`src/rtl/apb_master_bridge.sv`:
```
// APB3 requester: valid/ready command in, one SETUP+ACCESS transfer out, one response pulse back.
// Optional macro APB_MASTER_TIMEOUT_EN aborts ACCESS after TIMEOUT_CYCLES wait states.
module apb_master_bridge #(
  parameter int ADDR_W         = 8,
  parameter int DATA_W         = 32,
  parameter int TIMEOUT_CYCLES = 16
) (
  input  logic              PCLK,
  input  logic              PRESETn,
  input  logic              cmd_valid,
  output logic              cmd_ready,
  input  logic              cmd_write,
  input  logic [ADDR_W-1:0] cmd_addr,
  input  logic [DATA_W-1:0] cmd_wdata,
  output logic              rsp_valid,
  output logic [DATA_W-1:0] rsp_rdata,
  output logic              rsp_err,
  output logic              PSEL,
  output logic              PENABLE,
  output logic              PWRITE,
  output logic [ADDR_W-1:0] PADDR,
  output logic [DATA_W-1:0] PWDATA,
  input  logic [DATA_W-1:0] PRDATA,
  input  logic              PREADY,
  input  logic              PSLVERR
);

  localparam logic [1:0] ST_IDLE   = 2'd0;
  localparam logic [1:0] ST_SETUP  = 2'd1;
  localparam logic [1:0] ST_ACCESS = 2'd2;

  logic [1:0]        state_q, state_d;
  logic              psel_q, psel_d;
  logic              penable_q, penable_d;
  logic              pwrite_q, pwrite_d;
  logic [ADDR_W-1:0] paddr_q, paddr_d;
  logic [DATA_W-1:0] pwdata_q, pwdata_d;
  logic              rsp_valid_q, rsp_valid_d;
  logic [DATA_W-1:0] rsp_rdata_q, rsp_rdata_d;
  logic              rsp_err_q, rsp_err_d;
  logic              accept;
  logic              timeout_hit;

  assign accept = cmd_valid && (state_q == ST_IDLE);

`ifdef APB_MASTER_TIMEOUT_EN
  localparam logic [7:0] TO_LAST = 8'(TIMEOUT_CYCLES - 1);

  logic [7:0] wait_cnt_q, wait_cnt_d;

  always_comb begin
    wait_cnt_d = wait_cnt_q;
    if (state_q == ST_SETUP) begin
      wait_cnt_d = 8'd0;
    end else if (state_q == ST_ACCESS && !PREADY) begin
      wait_cnt_d = wait_cnt_q + 8'd1;
    end
  end

  // Abort on the edge where this wait cycle would bring the count to the limit.
  assign timeout_hit = (state_q == ST_ACCESS) && !PREADY && (wait_cnt_q == TO_LAST);

  always_ff @(posedge PCLK or negedge PRESETn) begin
    if (!PRESETn) begin
      wait_cnt_q <= 8'd0;
    end else begin
      wait_cnt_q <= wait_cnt_d;
    end
  end
`else
  assign timeout_hit = 1'b0;
`endif

  always_comb begin
    state_d     = state_q;
    psel_d      = psel_q;
    penable_d   = penable_q;
    pwrite_d    = pwrite_q;
    paddr_d     = paddr_q;
    pwdata_d    = pwdata_q;
    rsp_valid_d = 1'b0;
    rsp_rdata_d = rsp_rdata_q;
    rsp_err_d   = rsp_err_q;

    case (state_q)
      ST_IDLE: begin
        if (accept) begin
          state_d  = ST_SETUP;
          psel_d   = 1'b1;
          pwrite_d = cmd_write;
          paddr_d  = cmd_addr;
          if (cmd_write) begin
            pwdata_d = cmd_wdata;
          end
        end
      end
      ST_SETUP: begin
        state_d   = ST_ACCESS;
        penable_d = 1'b1;
      end
      ST_ACCESS: begin
        // PREADY wins over a timeout landing on the same edge.
        if (PREADY) begin
          state_d     = ST_IDLE;
          psel_d      = 1'b0;
          penable_d   = 1'b0;
          rsp_valid_d = 1'b1;
          rsp_err_d   = PSLVERR;
          if (!pwrite_q) begin
            rsp_rdata_d = PRDATA;
          end
        end else if (timeout_hit) begin
          state_d     = ST_IDLE;
          psel_d      = 1'b0;
          penable_d   = 1'b0;
          rsp_valid_d = 1'b1;
          rsp_err_d   = 1'b1;
          rsp_rdata_d = '0;
        end
      end
      default: begin
        state_d   = ST_IDLE;
        psel_d    = 1'b0;
        penable_d = 1'b0;
      end
    endcase
  end

  always_ff @(posedge PCLK or negedge PRESETn) begin
    if (!PRESETn) begin
      state_q     <= ST_IDLE;
      psel_q      <= 1'b0;
      penable_q   <= 1'b0;
      pwrite_q    <= 1'b0;
      paddr_q     <= '0;
      pwdata_q    <= '0;
      rsp_valid_q <= 1'b0;
      rsp_rdata_q <= '0;
      rsp_err_q   <= 1'b0;
    end else begin
      state_q     <= state_d;
      psel_q      <= psel_d;
      penable_q   <= penable_d;
      pwrite_q    <= pwrite_d;
      paddr_q     <= paddr_d;
      pwdata_q    <= pwdata_d;
      rsp_valid_q <= rsp_valid_d;
      rsp_rdata_q <= rsp_rdata_d;
      rsp_err_q   <= rsp_err_d;
    end
  end

  assign cmd_ready = (state_q == ST_IDLE);
  assign rsp_valid = rsp_valid_q;
  assign rsp_rdata = rsp_rdata_q;
  assign rsp_err   = rsp_err_q;
  assign PSEL      = psel_q;
  assign PENABLE   = penable_q;
  assign PWRITE    = pwrite_q;
  assign PADDR     = paddr_q;
  assign PWDATA    = pwdata_q;

endmodule

```
`config.mk`:
```
export PLATFORM = sky130hd
export DESIGN_NAME = apb_master_bridge
export DESIGN_NICKNAME = d
export VERILOG_FILES = /design/src/rtl/apb_master_bridge.sv
export SDC_FILE = /design/constraint.sdc
export NUM_CORES = 1
export LEC_CHECK = 0
export CORE_ASPECT_RATIO = 0.5
export CORE_MARGIN = 4
export CORE_UTILIZATION = 35
export DETAILED_ROUTE_END_ITERATION = 12
export DONT_BUFFER_PORTS = 1
export GPL_ROUTABILITY_DRIVEN = 0
export GPL_TIMING_DRIVEN = 0
export PLACE_DENSITY = 0.59
export SLEW_MARGIN = 20
export SYNTH_ARGS = -nofsm -noshare
export SYNTH_HDL_FRONTEND = slang
export SYNTH_SLANG_ARGS = --single-unit
```
`constraint.sdc`:
```
create_clock -name PCLK -period 1.95 [get_ports PCLK]
set_input_delay 0.4875 -clock PCLK [delete_from_list [all_inputs] [get_ports PCLK]]
set_output_delay 0.4875 -clock PCLK [all_outputs]
set_load 0.02 [all_outputs]
```
==> flow_metrics.py, run 1 <==
metrics = {
    "run_status": {
        "status": "finished, violations left",
        "violations": "hold timing",
    },
    "finish": {
        "n_fill_cell": 764,
        "final_area_sq_um": 3510,
        "drive_gt1_frac": 0.513,
        "n_antenna_cell": 0,
        "area_growth_pct": 13.1,
        "nets": 265,
        "final_common_cell": "dfrtp_1",
        "layout_common_cells": "79 x dfrtp_1, 42 x mux2_2, 31 x mux2_4, 9 x clkbuf_16, 6 x buf_6",
    },
    "die": {
        "num_rows": 23,
        "start_util": 0.373,
        "die-area_sq_um": 10500,
        "design.core.area_sq_um": 8320,
        "die_x_um": 141,
        "die_y_um": 74.6,
        "ioPinCount": 156,
    },
    "worst_setup_path": {
        "path_class": "flip-flop to output port",
        "crit_family": "flip-flops",
        "slowest_stage": "dfrtp_1",
        "crit_required_ns": 1.46,
        "cp_slowest_stage_delay_ns": 0.44,
        "endpoint_kind": "output port",
        "start_kind": "flip-flop",
        "crit_chain": "nor2_1",
        "path_max_fanout": 7,
        "path_buf_inv": 0,
        "worstPathArrival_ns": 1.15,
    },
    "cts": {
        "clk_pin_slew_worst_paths_ns": 0.06,
        "htreeDepth": 3,
        "post_cts.repair.setup_buffers": 0,
        "numClockSinks": 79,
        "cts_tree": "done",
        "cts_buffers": 9,
        "clk-insertion-delay-late_ns": 0.32,
        "cts-root-buf": "clkbuf_16",
        "cts_resized": 0,
        "clockBufferDepth": 2,
    },
    "place": {
        "dp_hpwl_um": 4580,
        "place.port_buffers": 0,
        "placed_cell_area_sq_um": 3240,
    },
    "logic_synthesis": {
        "synth_top_area_share": 0.637,
        "synth_nets": 254,
        "synth_top_family_by_area": "multiplexers",
        "ys.warnings.count": 0,
        "syn_area_sq_um": 3100,
        "synth_compound_area_frac": 0.00887,
        "avgSynthCellArea_sq_um": 17.6,
        "synth.largest_area_cell": "dfrtp_1",
        "ys_seq_area_frac": 0.637,
        "yosysUniqueCellTypes": 17,
        "synthXorXnorAreaFrac": 0,
        "synth-simple-area-share": 0.0177,
        "synth_area_leaders": "dfrtp_1 64%, mux2_2 15%, mux2_4 15%",
        "synth.ff_latch_count": 79,
        "syn-instance-count": 176,
        "post_synth_fa_ha_maj_area_fraction": 0,
        "muxShareOfSynthArea": 0.306,
    },
    "drt": {
        "first_iter_violations": 31,
        "first_pass_iters": 4,
        "drt-vias-per-instance": 4.84,
        "drtAntennaViolNets": 0,
        "wl_um": 6150,
        "via_count": 1468,
        "drt_drc_violations_left": 0,
        "routedWlPerCell_um": 20.3,
    },
    "timing": {
        "period_needed_ns": 1.64,
        "clock_skew_ns": 0.00574,
        "post-route-period-util": 0.839,
        "finalSetupTns_ns": 0,
        "max_freq_ghz": 0.611,
        "setup_viol": 0,
        "rsz0062_at_grt": "false",
        "final_hold_viol_count": 79,
        "holdWs_ns": -0.145,
        "relSlewSlack": 0.713,
        "worst_pin_slew_ns": 0.429,
        "slew_viol_final": 0,
    },
    "run": {
        "drv_cap": 0,
    },
    "global_routing": {
        "overflow": 0,
        "grt_max_degree": 80,
        "antenna_found_initial": 1,
        "grt_pass1_wl_um": 9270,
        "globalRouteTotalUtil": 0.119,
        "grt_pass1_vias": 1666,
    },
    "pwr": {
        "ir_worst_vdd_mv": 0.611,
        "p_per_area_nw_per_um2": 1980,
        "p_leak_nw": 1.54,
    },
    "min_path": {
        "hold_path_class": "input pin to asynchronous set/reset pin",
    },
}
cells by family after synthesis:
family	count (synthesis)
and+or+nand+nor	8
buffers and inverters	10
DFF	79
muxes	74
AOI/OAI and AO/OA	5
stage by stage:
stage / total power (W) / hold WS, ns / util / std cells / setup WS (ns)
after floorplan: 0.00516 / 0.192 / - / 176 / 0.477
after global placement: 0.00546 / 0.194 / 0.390 / 288 / 0.360
after detailed placement: 0.00556 / 0.194 / 0.390 / 288 / 0.329
after CTS: 0.00708 / -0.165 / 0.422 / 303 / 0.291
after global routing: 0.00730 / -0.170 / 0.422 / 303 / 0.231
final: 0.00695 / -0.145 / 0.422 / 303 / 0.314
area by class of cell:
type | count | area, sq um | area share
clock buffer | 11 | 243 | 0.0692
clock inverter | 4 | 22.5 | 0.00642
sequential | 79 | 1980 | 0.563
buffer | 8 | 86.3 | 0.0246
tap | 112 | 140 | 0.0399
multi-input combinational | 87 | 1030 | 0.294
inverter | 2 | 7.51 | 0.00214
report_power, final:
part / total [W] / switching, W / internal, W
Combinational: 0.00136 / 0.000401 / 0.000961
Sequential: 0.00412 / 0.00165 / 0.00246
Clock: 0.00147 / 0.000592 / 0.000881
worst paths after layout:
path	start	endpoint	slack (ns)	cells after the start
hold reg to reg	state_q[1]$_DFFE_PN0P_	state_q[1]$_DFFE_PN0P_	0.60	1
hold / removal	PRESETn	PWDATA[1]$_DFFE_PN0P_	-0.15	0
setup reg to reg	state_q[0]$_DFFE_PN0P_	rsp_rdata[23]$_DFFE_PN0P_	0.34	4
max in group asynchronous	PRESETn	rsp_rdata[17]$_DFFE_PN0P_	1.99	0
setup / recovery	state_q[1]$_DFFE_PN0P_	cmd_ready	0.31	1
min in group PCLK	PRDATA[5]	rsp_rdata[5]$_DFFE_PN0P_	0.30	1
flip-flops by register name (all words and copies together) (netlist names):
name and count:
PWDATA 32, rsp_rdata 32, PADDR 8, state_q 2, PENABLE 1, PSEL 1
PWRITE 1, rsp_err 1, rsp_valid 1
cells in the mapped netlist:
master and number:
a21oi_1 1, and2_4 1, buf_2 1, buf_6 6, clkbuf_8 1, dfrtp_1 79
inv_1 2, mux2_1 1, mux2_2 42, mux2_4 31, nand2_1 2, nand3b_1 1
nor2_1 2, nor2_4 1, nor3b_2 1, o21a_1 1, o21ai_0 3
per-layer routing:
metal  vias to the layer above  track usage  part of all wire
met5                         -            0            0.0031
met4                         2       0.0548             0.013
met3                         9       0.0617             0.076
met2                        60        0.215              0.57
met1                       763        0.118              0.34
li1                        634            -                 -
Note: power is estimated with default switching activity, not from simulation.
==> run 2: changes to the inputs <==
- PLACE_DENSITY: 0.59 -> 0.61
- clock period: 1.95 -> 1.5 ns (I/O delays scaled with it)
==> flow_metrics.py, run 2 (synthesis results as in run 1) <==
metrics = {
    "worst_setup_path": {
        "start_kind": "flip-flop",
        "path_buf_inv": 2,
        "endpoint_kind": "flip-flop",
        "crit_required_ns": 1.71,
        "crit_chain": "nor3b_2, and2_4, buf_12, clkbuf_16, mux2_4",
        "slowest_stage": "dfrtp_2",
        "path_class": "flip-flop to flip-flop",
        "worstPathArrival_ns": 1.74,
        "cp_slowest_stage_delay_ns": 0.43,
        "path_max_fanout": 5,
        "crit_family": "flip-flops",
        "regToRegSetupSlack_ns": -0.03,
    },
    "drt": {
        "drt_drc_violations_left": 0,
        "first_iter_violations": 58,
        "drtAntennaViolNets": 0,
        "wl_um": 6860,
        "routedWlPerCell_um": 21.7,
        "first_pass_iters": 4,
        "via_count": 1496,
        "drt-vias-per-instance": 4.73,
    },
    "timing": {
        "setup_viol": 21,
        "holdWs_ns": -0.259,
        "slew_viol_final": 0,
        "worst_pin_slew_ns": 0.428,
        "relSlewSlack": 0.714,
        "max_freq_ghz": 0.655,
        "final_hold_viol_count": 79,
        "clock_skew_ns": 0.00590,
        "post-route-period-util": 1.02,
        "period_needed_ns": 1.53,
        "setup_slack_ns": -0.0259,
        "rsz0062_at_grt": "true",
    },
    "place": {
        "place.port_buffers": 0,
        "placed_cell_area_sq_um": 3240,
        "dp_hpwl_um": 4570,
    },
    "global_routing": {
        "globalRouteTotalUtil": 0.119,
        "antenna_found_initial": 0,
        "grt_pass1_wl_um": 9290,
        "overflow": 0,
        "grt_max_degree": 80,
        "grt_pass1_vias": 1615,
    },
    "cts": {
        "clk_pin_slew_worst_paths_ns": 0.06,
        "clockBufferDepth": 2,
        "cts_buffers": 9,
        "htreeDepth": 3,
        "clk-insertion-delay-late_ns": 0.33,
        "cts_tree": "done",
        "numClockSinks": 79,
        "cts-root-buf": "clkbuf_16",
    },
    "finish": {
        "final_area_sq_um": 3900,
        "final_common_cell": "dfrtp_1",
        "post-route-util": 0.469,
        "nets": 277,
        "n_antenna_cell": 0,
        "drive_gt1_frac": 0.559,
        "area_growth_pct": 25.8,
        "layout_common_cells": "78 x dfrtp_1, 62 x mux2_4, 12 x mux2_2, 11 x clkbuf_16, 7 x buf_12",
    },
    "die": {
        "design.core.area_sq_um": 8320,
        "die_y_um": 74.6,
        "die_x_um": 141,
        "ioPinCount": 156,
        "start_util": 0.373,
        "num_rows": 23,
        "die-area_sq_um": 10500,
    },
    "pwr": {
        "p_leak_nw": 1.76,
        "ir_worst_vdd_mv": 0.756,
        "p_per_area_nw_per_um2": 2560,
    },
    "run": {
        "drv_cap": 0,
    },
    "run_status": {
        "status": "finished, violations left",
        "violations": "hold timing, setup timing",
    },
    "min_path": {
        "hold_path_class": "input pin to asynchronous set/reset pin",
    },
}
[run 2: cell types whose count changed in the layout (fill, tap and decap cells not counted), moves of 2 or more]
cell | before | now
clkbuf_16 | 9 | 11
buf_8 | 0 | 5
buf_6 | 6 | 1
buf_4 | 0 | 4
mux2_4 | 31 | 62
mux2_2 | 42 | 12
clkinv_2 | 3 | 1
buf_12 | 0 | 7
[run 2: layout make-up]
type	instances	area (sq um)
Timing Repair Buffer	13	201
Fill cell	710	4410
Tap cell	112	140
Multi-Input combinational cell	87	1150
Buffer	7	110
Inverter	2	7.51
Sequential cell	79	1980
Clock buffer	12	267
Clock inverter	4	51.3
[run 2: worst reg2reg max path: stages, from the launching register on]
cell and delay [ns]:
dfrtp_2 0.43, nor3b_2 0.21, and2_4 0.21, buf_12 0.12, clkbuf_16 0.14, mux2_4 0.29
[run 2: layer usage]
layer | routed length (um) | vias up | GRT usage
li1 | - | 657 | -
met1 | 2520 | 773 | 0.128
met2 | 3810 | 57 | 0.212
met3 | 435 | 9 | 0.0501
met4 | 91 | 0 | 0.0516
met5 | 0 | - | 0
[run 2: final timing paths]
| path | start | end | cells after the start |
|---|---|---|---|
| setup / recovery | state_q[1]$_DFFE_PN0P_ | PWDATA[13]$_DFFE_PN0P_ | 5 |
| hold / removal | PRESETn | PWDATA[4]$_DFFE_PN0P_ | 0 |
| setup reg to reg | state_q[1]$_DFFE_PN0P_ | PWDATA[13]$_DFFE_PN0P_ | 5 |
| hold reg to reg | state_q[0]$_DFFE_PN0P_ | state_q[1]$_DFFE_PN0P_ | 2 |
| max in group asynchronous | PRESETn | PADDR[3]$_DFFE_PN0P_ | 0 |
| min in group PCLK | cmd_wdata[22] | PWDATA[22]$_DFFE_PN0P_ | 1 |
[run 2: repair_timing]
action	in CTS	in global routing
endpoints found under the hold margin	79	79
buffers inserted	7	2
pin swaps	2	2
setup endpoints to repair	61	63
gates resized for setup	25	23
gates cloned	3	2
[run 2: power by group]
group          total [W]  switching (W)  internal [W]
Clock            0.00226       0.000829       0.00143
Sequential       0.00537        0.00217       0.00320
Combinational    0.00236       0.000638       0.00172
Total            0.00999        0.00364       0.00635
[run 2: stage by stage]
stage	power, W	setup TNS (ns)	worst slack (ns)	cells	hold slack (ns)
floorplan	0.00670	0	0.0283	176	0.0794
global route	0.0104	-3.55	-0.0785	316	-0.285
finish	0.00999	-0.265	-0.0259	316	-0.259
global placement	0.00709	-2.49	-0.0856	288	0.0811
CTS	0.00987	-2.19	-0.0664	313	-0.277
detailed placement	0.00722	-3.92	-0.115	288	0.0816
==> run 3: changes to the inputs <==
- CELL_PAD_IN_SITES_DETAIL_PLACEMENT: default -> 0
- CELL_PAD_IN_SITES_GLOBAL_PLACEMENT: default -> 1
- PLACE_DENSITY: 0.61 -> 0.71
- REMOVE_ABC_BUFFERS: default -> 1
==> flow_metrics.py, run 3 (synthesis results as in run 1) <==
metrics = {
    "die": {
        "die_y_um": 74.6,
        "die-area_sq_um": 10500,
        "ioPinCount": 156,
        "num_rows": 23,
        "die_x_um": 141,
        "design.core.area_sq_um": 8320,
        "start_util": 0.373,
    },
    "timing": {
        "rsz0062_at_grt": "true",
        "setup_viol": 48,
        "slew_viol_final": 0,
        "relSlewSlack": 0.707,
        "worst_pin_slew_ns": 0.440,
        "post-route-period-util": 1.06,
        "max_freq_ghz": 0.628,
        "finalSetupTns_ns": -1.95,
        "holdWs_ns": -0.260,
        "period_needed_ns": 1.59,
        "setup_slack_ns": -0.0919,
        "final_hold_viol_count": 79,
        "clock_skew_ns": 0.00933,
    },
    "pwr": {
        "switchingPower_w": 0.00368,
        "p_per_area_nw_per_um2": 2580,
        "seqPwrFrac": 0.552,
        "p_clk_frac": 0.215,
        "p_leak_nw": 1.69,
        "p_int_w": 0.00612,
        "swShare": 0.375,
        "ir_worst_vdd_mv": 0.812,
        "comb_power_share": 0.233,
    },
    "global_routing": {
        "antenna_found_initial": 0,
        "overflow": 0,
        "grt_pass1_wl_um": 10100,
        "grt_pass1_vias": 1799,
        "globalRouteTotalUtil": 0.129,
        "grt_max_degree": 80,
    },
    "finish": {
        "regArea_sq_um": 1980,
        "n_antenna_cell": 0,
        "n_fill_cell": 709,
        "area_growth_pct": 22.7,
        "multi_input_area_sq_um": 1150,
        "post-route-util": 0.458,
        "drive_gt1_frac": 0.557,
        "stdcell_count": 315,
        "nets": 276,
        "layout_common_cells": "77 x dfrtp_1, 56 x mux2_4, 18 x mux2_2, 10 x clkbuf_16",
        "final_common_cell": "dfrtp_1",
    },
    "cts": {
        "htreeDepth": 3,
        "clk-insertion-delay-late_ns": 0.33,
        "clockBufferDepth": 2,
        "numClockSinks": 79,
        "cts-root-buf": "clkbuf_16",
        "clk_pin_slew_worst_paths_ns": 0.06,
        "cts_tree": "done",
        "cts_buffers": 9,
    },
    "drt": {
        "wl_met1_um": 2520,
        "via_count": 1567,
        "drt-vias-per-instance": 4.97,
        "drtAntennaViolNets": 0,
        "wl_um": 7150,
        "first_pass_iters": 3,
        "routedWlPerCell_um": 22.7,
        "wl_met2_um": 3960,
        "met3_length_um": 503,
        "drt_drc_violations_left": 0,
        "first_iter_violations": 45,
        "topRoutingLayerUsed": "met4",
    },
    "place": {
        "pre_cts_ws_ns": -0.803,
        "place.port_buffers": 0,
        "dp_hpwl_um": 4440,
        "dp_cells": 280,
    },
    "worst_setup_path": {
        "worstPathArrival_ns": 1.80,
        "reg2reg_from": "state_q[0]$_DFFE_PN0P_",
        "endpoint_kind": "flip-flop",
        "start_kind": "flip-flop",
        "path_class": "flip-flop to flip-flop",
        "worstSetupStartpoint": "state_q[0]$_DFFE_PN0P_",
        "crit_required_ns": 1.71,
        "path_max_fanout": 8,
    },
    "run_status": {
        "violations": "hold timing, setup timing",
        "status": "finished, violations left",
    },
    "min_path": {
        "hold_path_class": "input pin to asynchronous set/reset pin",
    },
    "run": {
        "drv_cap": 0,
    },
}
## run 3: timing repair
action / 4_1_cts / 5_1_grt
setup buffers: 14 / 2
hold endpoints to repair: 79 / 79
cloned: 2 / 1
endpoints found under the setup margin: 74 / 70
gates resized for setup: 8 / 30
pin swaps: 5 / 2
## run 3: power by group through the flow
stage	sequential, W	clock, W	combinational [W]
after floorplan	0.00510	0	0.00153
after global placement	0.00540	0	0.00162
after detailed placement	0.00542	0	0.00173
after CTS	0.00544	0.00217	0.00198
after global routing	0.00555	0.00228	0.00243
final	0.00542	0.00211	0.00228
## run 3: worst max-delay path, cell delays in order, from the launching register on
cell	delay (ns)
dfrtp_2	0.44
nand3b_1	0.19
buf_6	0.15
nor2_4	0.17
clkbuf_16	0.19
mux2_2	0.34
## run 3: metrics by stage
| stage | hold WS (ns) | instance area, sq um | power, W |
|---|---|---|---|
| global placement | 0.0811 | 3160 | 0.00702 |
| finish | -0.260 | 3810 | 0.00980 |
| global route | -0.281 | 3810 | 0.0103 |
| floorplan | 0.0794 | 3020 | 0.00662 |
| detailed placement | 0.0814 | 3160 | 0.00716 |
| CTS | -0.275 | 3650 | 0.00959 |
## run 3: layout make-up
type,instances,share of cell area
Inverter,2,0.00197
Sequential cell,79,0.520
Tap cell,112,0.0368
Multi-Input combinational cell,89,0.303
Clock buffer,11,0.0611
Clock inverter,5,0.0154
Timing Repair Buffer,17,0.0615
## run 3: path summary, 6_finish.rpt
path                       cells past startpoint                   endpoint  slack (ns)
setup / recovery                               5  rsp_rdata[20]$_DFFE_PN0P_       -0.09
hold / removal                                 0         PWRITE$_DFFE_PN0P_       -0.26
setup reg to reg                               5  rsp_rdata[20]$_DFFE_PN0P_       -0.09
hold reg to reg                                1           PSEL$_DFFE_PN0P_        0.60
max in group asynchronous                      0     PWDATA[19]$_DFFE_PN0P_        1.66
min in group PCLK                              1      PWDATA[6]$_DFFE_PN0P_        0.19
## run 3: metal layers
metal | up-vias | GRT usage
li1 | 666 | -
met1 | 813 | 0.137
met2 | 75 | 0.241
met3 | 13 | 0.0443
met4 | 0 | 0.0559
met5 | - | 0
